**src/rtl/uart_arb_pkg.sv**
```systemverilog
// Shared types and defaults for the uart_tx byte arbiter.
package uart_arb_pkg;

  localparam int unsigned N_REQ_DEF   = 4;
  localparam int unsigned TIMEOUT_DEF = 200_000;

  typedef enum logic [1:0] {
    IDLE      = 2'd0,
    START     = 2'd1,
    WAIT_DONE = 2'd2
  } arb_state_e;

  // Increment an index modulo n.
  function automatic int unsigned wrap_inc(input int unsigned idx, input int unsigned n);
    return (idx + 1 >= n) ? 0 : idx + 1;
  endfunction

endpackage

```
**src/rtl/uart_rr_pick.sv**
```systemverilog
// Combinational round-robin pick: first set request at or above ptr, wrapping modulo N.
module uart_rr_pick #(
  parameter int unsigned N  = 4,
  parameter int unsigned IW = $clog2(N)
) (
  input  logic [N-1:0]  req,
  input  logic [IW-1:0] ptr,
  output logic [N-1:0]  gnt,
  output logic [IW-1:0] index,
  output logic          any
);

  always_comb begin
    int unsigned c;
    gnt   = '0;
    index = '0;
    any   = 1'b0;
    c     = 0;
    for (int unsigned i = 0; i < N; i++) begin
      c = (32'(ptr) + i) % N;
      if (!any && req[IW'(c)]) begin
        any   = 1'b1;
        index = IW'(c);
      end
    end
    if (any) gnt[index] = 1'b1;
  end

endmodule

```
**src/rtl/uart_tx_arb.sv**
```systemverilog
// Round-robin arbiter sharing one uart_tx among N_REQ byte requesters.
// Optional WAIT_DONE watchdog enabled by defining UART_ARB_TIMEOUT_EN.
module uart_tx_arb
  import uart_arb_pkg::*;
#(
  parameter int unsigned N_REQ       = N_REQ_DEF,
  parameter int unsigned TIMEOUT_CYC = TIMEOUT_DEF
) (
  input  logic                       clk,
  input  logic                       rst,
  input  logic [N_REQ-1:0]           req_valid,
  input  logic [N_REQ*8-1:0]         req_data,
  output logic [N_REQ-1:0]           req_ready,
  output logic                       tx_start,
  output logic [7:0]                 tx_data,
  input  logic                       tx_busy,
  input  logic                       tx_done,
  output logic [$clog2(N_REQ)-1:0]   grant_id,
  output logic                       arb_busy,
  output logic                       err_timeout
);

  localparam int unsigned IdW = $clog2(N_REQ);

  arb_state_e       state_q, state_d;
  logic [IdW-1:0]   rr_ptr_q, rr_ptr_d;
  logic [IdW-1:0]   grant_q, grant_d;
  logic [7:0]       data_q, data_d;
  logic             start_q, start_d;
  logic [N_REQ-1:0] ready_q, ready_d;
  logic [IdW-1:0]   next_ptr;

  logic [N_REQ-1:0] pick_gnt;
  logic [IdW-1:0]   pick_idx;
  logic             pick_any;

  uart_rr_pick #(
    .N  (N_REQ),
    .IW (IdW)
  ) u_pick (
    .req   (req_valid),
    .ptr   (rr_ptr_q),
    .gnt   (pick_gnt),
    .index (pick_idx),
    .any   (pick_any)
  );

  assign next_ptr = IdW'(wrap_inc(32'(grant_q), N_REQ));

`ifdef UART_ARB_TIMEOUT_EN
  localparam int unsigned WdW   = (TIMEOUT_CYC > 1) ? $clog2(TIMEOUT_CYC) : 1;
  localparam logic [WdW-1:0] WdMax = WdW'(TIMEOUT_CYC - 1);

  logic [WdW-1:0] wdog_q, wdog_d;
  logic           err_q, err_d;

  always_ff @(posedge clk or negedge rst) begin
    if (!rst) begin
      wdog_q <= '0;
      err_q  <= 1'b0;
    end else begin
      wdog_q <= wdog_d;
      err_q  <= err_d;
    end
  end

  assign err_timeout = err_q;
`else
  assign err_timeout = 1'b0;
`endif

  always_comb begin
    state_d  = state_q;
    rr_ptr_d = rr_ptr_q;
    grant_d  = grant_q;
    data_d   = data_q;
    start_d  = 1'b0;
    ready_d  = '0;
`ifdef UART_ARB_TIMEOUT_EN
    wdog_d   = wdog_q;
    err_d    = 1'b0;
`endif
    case (state_q)
      IDLE: begin
        if (pick_any) begin
          grant_d = pick_idx;
          data_d  = req_data[{pick_idx, 3'b000} +: 8];
          ready_d = pick_gnt;
          state_d = START;
        end
      end
      START: begin
        if (!tx_busy) begin
          start_d = 1'b1;
          state_d = WAIT_DONE;
`ifdef UART_ARB_TIMEOUT_EN
          wdog_d  = '0;
`endif
        end
      end
      WAIT_DONE: begin
        // tx_done wins over a coincident watchdog expiry.
        if (tx_done) begin
          rr_ptr_d = next_ptr;
          state_d  = IDLE;
        end
`ifdef UART_ARB_TIMEOUT_EN
        else if (wdog_q == WdMax) begin
          err_d    = 1'b1;
          rr_ptr_d = next_ptr;
          state_d  = IDLE;
        end else begin
          wdog_d = wdog_q + 1'b1;
        end
`endif
      end
      default: state_d = IDLE;
    endcase
  end

  always_ff @(posedge clk or negedge rst) begin
    if (!rst) begin
      state_q  <= IDLE;
      rr_ptr_q <= '0;
      grant_q  <= '0;
      data_q   <= 8'h00;
      start_q  <= 1'b0;
      ready_q  <= '0;
    end else begin
      state_q  <= state_d;
      rr_ptr_q <= rr_ptr_d;
      grant_q  <= grant_d;
      data_q   <= data_d;
      start_q  <= start_d;
      ready_q  <= ready_d;
    end
  end

  assign req_ready = ready_q;
  assign tx_start  = start_q;
  assign tx_data   = data_q;
  assign grant_id  = grant_q;
  assign arb_busy  = (state_q != IDLE);

endmodule

```
**config.mk**
```make
export PLATFORM = sky130hd
export DESIGN_NAME = uart_tx_arb
export DESIGN_NICKNAME = d
export VERILOG_FILES = /design/src/rtl/uart_arb_pkg.sv /design/src/rtl/uart_rr_pick.sv /design/src/rtl/uart_tx_arb.sv
export SDC_FILE = /design/constraint.sdc
export NUM_CORES = 1
export LEC_CHECK = 0
export CORE_UTILIZATION = 43
export DETAILED_ROUTE_END_ITERATION = 7
export GPL_ROUTABILITY_DRIVEN = 0
export PLACE_DENSITY = 0.85
export SLEW_MARGIN = 15
export SYNTH_ARGS = -nofsm -noshare
export SYNTH_HDL_FRONTEND = slang
export SYNTH_HIERARCHICAL = 1
export SYNTH_SLANG_ARGS = --single-unit
export TNS_END_PERCENT = 100
```
**constraint.sdc**
```tcl
create_clock -name clk -period 4.3 [get_ports clk]
set_input_delay 0.86 -clock clk [delete_from_list [all_inputs] [get_ports clk]]
set_output_delay 0.86 -clock clk [all_outputs]
set_load 0.005 [all_outputs]
```
==> qor.yml, run 1 <==
status:
  status: "complete, no violations"
route:
  first_pass_iters: 4
  route.vias.total: 934
  routed_wl_um: 2620
  drtIter0Drc: 7
  remaining_drc_errors: 0
  vias_per_cell: 5.37
  wl_per_cell_um: 15.1
  antenna_left: 0
floorplanning:
  die_w_um: 53.7
  initial_core_util_pct: 46.0
  dieArea_um2: 2880
  coreArea_um2: 2500
  placementRows: 18
  io_pins: 57
  die_h_um: 53.7
clocking:
  cts.clk_slew.worst_paths_ns: 0.11
  post-cts-setup-buffers: 0
  clock_latency_ns: 0.29
  ctsHoldBuffers: 0
  cts_resized: 0
  cts_tree: "done"
  clockRootBuffer: "clkbuf_4"
  cts_sinks: 19
  cts_buffers: 3
  cts.path.max_buffers: 2
  htree_num_levels: 1
worst_setup_path:
  cp_max_fo: 8
  reg2reg_slack_ns: 1.93
  r2r-start: "rr_ptr_q[0]$_DFFE_PN0P_"
  cp-end-kind: "flip-flop"
  rr_endpoint: "tx_data[1]$_DFFE_PN0P_"
  arrival_ns: 3.19
  cp-startpoint: "req_valid[1]"
  start_kind: "primary input"
  cp.required_ns: 4.48
  worstRegToRegCells: 6
  worstSetupPathType: "in -> reg"
yosys:
  yosysMostFrequentCell: "dfrtp_1"
  synth.yosys.seq_area_share_pct: 41.3
  synth_top_family_by_area: "multiplexers"
  postSynthCellCount: 90
  synth_top_area_share_pct: 41.3
  synthMuxAreaShare_pct: 30.9
  yosysWarnings: 6
  ys.flop_type: "dfrtp_1"
  syn_area_um2: 1150
  synthSimpleGateAreaFrac_pct: 13.1
  synth_edf_count: 0
  synthDistinctLibCells: 33
  ys_async_sr_fraction_pct: 100
  synth-xor-area-share_pct: 0
  synth_compound_area_share_pct: 7.94
  avgSynthCellArea_um2: 12.8
  synth_area_leader_cell: "dfrtp_1"
  ys_top_cells_by_count: "dfrtp_1, mux2_4, mux4_2, nor2_1"
  synthTopCellsByArea: "dfrtp_1, mux4_2, mux2_4, mux2_1, nor2_1"
  synth_nets: 131
  synth_adder_area_share_pct: 1.09
  synth_seq_cells: 19
pwr:
  p_per_area_nw_per_um2: 548
  peakVddDrop_mv: 0.358
  p_leak_nw: 0.718
sta:
  max_slew_margin_pct: 42.0
  fin_tns_setup_ns: 0
  clock_skew_ns: 0.00259
  slew_viol_final: 0
  worstMarginPinSlew_ns: 0.867
  post-route-period-util_pct: 69.9
  rsz0062_at_grt: "false"
  clock.fmax_ghz: 0.333
  hold_viol_final: 0
  hold_slack_ns: 0.519
  finalSetupViolCount: 0
  min_period_ns: 3.00
cells_and_area:
  diodes: 0
  synthToLayoutAreaGrowth_pct: 50.1
  design_area_um2: 1730
  final_core_util_pct: 69.0
  drive_gt1_share_pct: 17.4
  final_nets: 186
placement:
  port_buffers: 55
  dpl.hpwl_um: 2100
  dpl_cell_area_um2: 1700
flow_run:
  maxCapViolCount: 0
global_route:
  grt_pass1_wl_um: 3880
  grt_overflow: 0
  grt_usage_pct: 19.0
  grt_max_degree: 20
  antenna_found_initial: 0
  grt_pass1_vias: 886
worst_hold_path:
  worst_hold_path.endpoint: "tx_data[4]$_DFFE_PN0P_"
  min_path_cells: 1
  worstHoldStart: "tx_data[4]$_DFFE_PN0P_"
  hold_class: "reg -> reg"
[final cells by class]
| cell class | instances | area, µm² |
|---|---|---|
| fill | 198 | 774 |
| sequential | 19 | 475 |
| inverter | 4 | 15.0 |
| tap | 30 | 37.5 |
| clock buffer | 4 | 26.3 |
| timing repair buffer | 56 | 558 |
| multi-input combinational | 61 | 613 |
[cells by family (layout without fill, tap and decap cells)]
logic type / Yosys count / after routing
AOI/OAI and AO/OA: 13 / 13
adders and majority gates: 1 / 1
buffers and inverters: 10 / 64
DFF: 19 / 19
muxes: 21 / 21
other: 1 / 1
and+or+nand+nor: 25 / 25
[worst max path at each step]
stage                                   endpoint  slack [ns]  cells past startpoint
final                     tx_data[1]$_DFFE_PN0P_        1.30                      7
after detailed placement  tx_data[6]$_DFFE_PN0P_        0.94                      7
after global routing      tx_data[1]$_DFFE_PN0P_        1.14                      7
after global placement    tx_data[0]$_DFFE_PN0P_        0.99                      7
after floorplan           tx_data[0]$_DFFE_PN0P_        1.87                      7
after CTS                 tx_data[1]$_DFFE_PN0P_        1.24                      7
[through the flow]
step / setup slack [ns] / power, mW / cells
finish: 1.30 / 0.946 / 174
global placement: 0.990 / 0.844 / 170
global route: 1.14 / 1.02 / 174
floorplan: 1.87 / 0.663 / 90
CTS: 1.24 / 0.957 / 174
detailed placement: 0.944 / 0.865 / 170
[placed cells by master, fill, tap and decap left out]
cell type and count:
o21ai_0 2, nor3_1 2, mux4_2 8, and2_1 4, mux2_4 8, or2_2 1, nand3b_1 1, nand2_1 2
a211oi_1 1, nor3b_4 1, a21oi_2 1, a211oi_2 1, a221oi_1 1, clkbuf_4 3, a21oi_1 4, dfrtp_1 19
mux2_1 4, nor2b_1 1, nor2_1 7, clkbuf_1 1, conb_1 1, o21ai_1 1, or2_1 1, clkdlybuf4s50_1 55
mux2i_1 1, nand2b_2 1, o211a_1 1, nand2b_1 2, nor3b_1 2, ha_1 1, buf_4 1, inv_1 4
a311oi_1 1
[report_power, final]
group | total [mW] | leakage, nW | internal (mW) | switching (mW)
Combinational | 0.524 | 0.469 | 0.355 | 0.169
Clock | 0.0891 | 0.0150 | 0.0360 | 0.0532
Sequential | 0.333 | 0.234 | 0.258 | 0.0755
Total | 0.946 | 0.718 | 0.648 | 0.298
[routing by layer]
layer  track usage, %  vias to the layer above  share of wire (%)
li1                 -                      434                  -
met1             22.9                      443                 37
met2             34.2                       55                 52
met3             4.52                        2                9.9
met4             3.95                        0               0.53
met5                0                        -                  0
[worst max-delay path, cell delays in order]
cell             delay (ns)
clkdlybuf4s50_1        0.60
nand2b_1               0.14
a21oi_1                0.08
a211oi_2               0.48
buf_4                  0.26
mux4_2                 0.51
mux2_4                 0.27
[registers in the layout, indices dropped and copies added (netlist names)]
signal and cells:
tx_data 8, state_q 2, rr_ptr_q 2, tx_start 1
grant_id 2, req_ready 4
Power figures use the tool's default switching activity.
==> run 2: changes to the inputs <==
Settings changed: CORE_UTILIZATION 43 to 36, PLACE_DENSITY 0.85 to 0.76.
Clock period 4.3 ns to 2.45 ns, I/O delays scaled along.
==> qor.yml, run 2 (synthesized netlist as in run 1, its figures left out) <==
clocking:
  clock_latency_ns: 0.28  # about the same
  cts_resized: 0  # unchanged
  ctsHoldBuffers: 0  # unchanged
  cts.clk_slew.worst_paths_ns: 0.10  # about the same
  clockRootBuffer: "clkbuf_4"
  cts_buffers: 3  # unchanged
  cts_tree: "done"
  post-cts-setup-buffers: 0  # unchanged
  cts_sinks: 19  # unchanged
  htree_num_levels: 1  # unchanged
  cts.path.max_buffers: 2  # unchanged
cells_and_area:
  final_cell_mix: "clkdlybuf4s50_1, dfrtp_1, buf_4"
  mostFrequentLayoutCell: "clkdlybuf4s50_1"
  final_nets: 196  # +5.4%
  drive_gt1_share_pct: 22.7  # +5.4 points
  diodes: 0  # unchanged
  design_area_um2: 1840  # +6.8%
  fillers: 255  # +29%
  largest_reg_flops: 8  # unchanged
  layout.cells.non_filler: 198  # +14%
  synthToLayoutAreaGrowth_pct: 60.3
  final_core_util_pct: 60.4  # -8.7 points
floorplanning:
  io_pins: 57  # unchanged
  placementRows: 20  # +2
  die_h_um: 58.5  # +8.9%
  initial_core_util_pct: 37.7  # -8.3 points
  coreArea_um2: 3050  # +22%
  die_w_um: 58.5  # +8.9%
  dieArea_um2: 3420  # +19%
worst_setup_path:
  worstSetupPathType: "in -> reg"
  cp_max_fo: 9  # +1
  reg2reg_slack_ns: 0.37  # -1.56 ns
  arrival_ns: 2.40  # -0.79 ns
  cp-end-kind: "flip-flop"
  r2r-start: "rr_ptr_q[0]$_DFFE_PN0P_"
  cp.required_ns: 2.63  # -1.85 ns
  start_kind: "primary input"
  worstRegToRegCells: 6  # unchanged
  rr_endpoint: "tx_data[3]$_DFFE_PN0P_"
sta:
  clock.fmax_ghz: 0.449
  slew_viol_final: 0  # unchanged
  hold_viol_final: 0  # unchanged
  rsz0062_at_grt: "false"
  finalSetupViolCount: 0  # unchanged
  post-route-period-util_pct: 90.9
  clock_skew_ns: 0.00145  # -0.00114 ns
  min_period_ns: 2.23
global_route:
  grt_max_degree: 20  # unchanged
  grt_usage_pct: 16.5  # -2.5 points
  use_met3_pct: 5.27  # +0.75 points
  antenna_found_initial: 0  # unchanged
  grt_pass1_vias: 960  # +8.4%
  use_met1_pct: 18.5  # -4.4 points
  grt_overflow: 0  # unchanged
  grt_pass1_wl_um: 4260  # +9.8%
  grt_util_met2_pct: 29.9  # -4.3 points
  top_usage_layer: "met2"
pwr:
  peakVddDrop_mv: 0.400  # +12%
  totalPowerFinal_mw: 1.76  # +86%
  p_leak_nw: 0.775  # +7.9%
  p_per_area_nw_per_um2: 953  # +74%
route:
  remaining_drc_errors: 0  # unchanged
  routed_wl_um: 2740  # +4.7%
  first_pass_iters: 4  # unchanged
  drtIter0Drc: 24  # +17
  antenna_left: 0  # unchanged
  route.vias.total: 964  # +3.2%
  wl_per_cell_um: 13.9  # -8.0%
  vias_per_cell: 4.87  # -9.3%
status:
  status: "complete, no violations"
placement:
  port_buffers: 55  # unchanged
  dpl.hpwl_um: 2180  # +3.5%
  dpl.cell_count: 194  # +14%
  dpl_cell_area_um2: 1820  # +6.9%
worst_hold_path:
  worstHoldStart: "tx_data[6]$_DFFE_PN0P_"
  hold_class: "reg -> reg"
  min_path_cells: 1  # unchanged
  worst_hold_path.endpoint: "tx_data[6]$_DFFE_PN0P_"
flow_run:
  maxCapViolCount: 0  # unchanged
-- run 2: critical path, stage by stage --
cell	delay, ns
clkdlybuf4s50_1	0.47
nand2b_2	0.11
a21oi_1	0.07
a211oi_2	0.28
buf_12	0.18
mux4_2	0.51
mux2_4	0.28
-- run 2: routing by layer --
layer / vias up / part of all wire (%)
met1: 458 / 39
met2: 48 / 50
met5: - / 0
met3: 2 / 10
met4: 0 / 0.77
li1: 456 / -
-- run 2: power by group --
part / internal, mW / leakage [nW] / switching, mW
clock: 0.0631 / 0.0150 / 0.0913
combinational: 0.692 / 0.526 / 0.324
sequential: 0.452 / 0.234 / 0.134
-- run 2: worst max-delay path by stage --
stage | startpoint | to | slack [ns]
final | req_valid[0] | tx_data[3]$_DFFE_PN0P_ | 0.22
after global routing | req_valid[0] | tx_data[3]$_DFFE_PN0P_ | 0.14
after CTS | req_valid[0] | tx_data[3]$_DFFE_PN0P_ | 0.22
after detailed placement | req_valid[0] | tx_data[3]$_DFFE_PN0P_ | -0.09
after global placement | req_valid[1] | tx_data[1]$_DFFE_PN0P_ | -0.07
after floorplan | req_valid[1] | tx_data[0]$_DFFE_PN0P_ | 0.39
-- run 2: stage by stage --
stage	worst slack [ns]	setup TNS [ns]	hold WS [ns]
2_1_floorplan	0.394	0	0.194
3_3_place_gp	-0.0664	-0.364	0.497
3_5_place_dp	-0.0937	-0.579	0.493
4_1_cts	0.219	0	0.522
5_1_grt	0.138	0	0.534
6_report	0.224	0	0.522
-- run 2: final cells by class --
class                      count  area, µm²  area share, %
timing repair buffer          66        658           35.7
multi-input combinational     61        613           33.3
sequential                    19        475           25.8
tap                           44       55.1           2.99
clock buffer                   4       26.3           1.43
inverter                       4       15.0          0.815
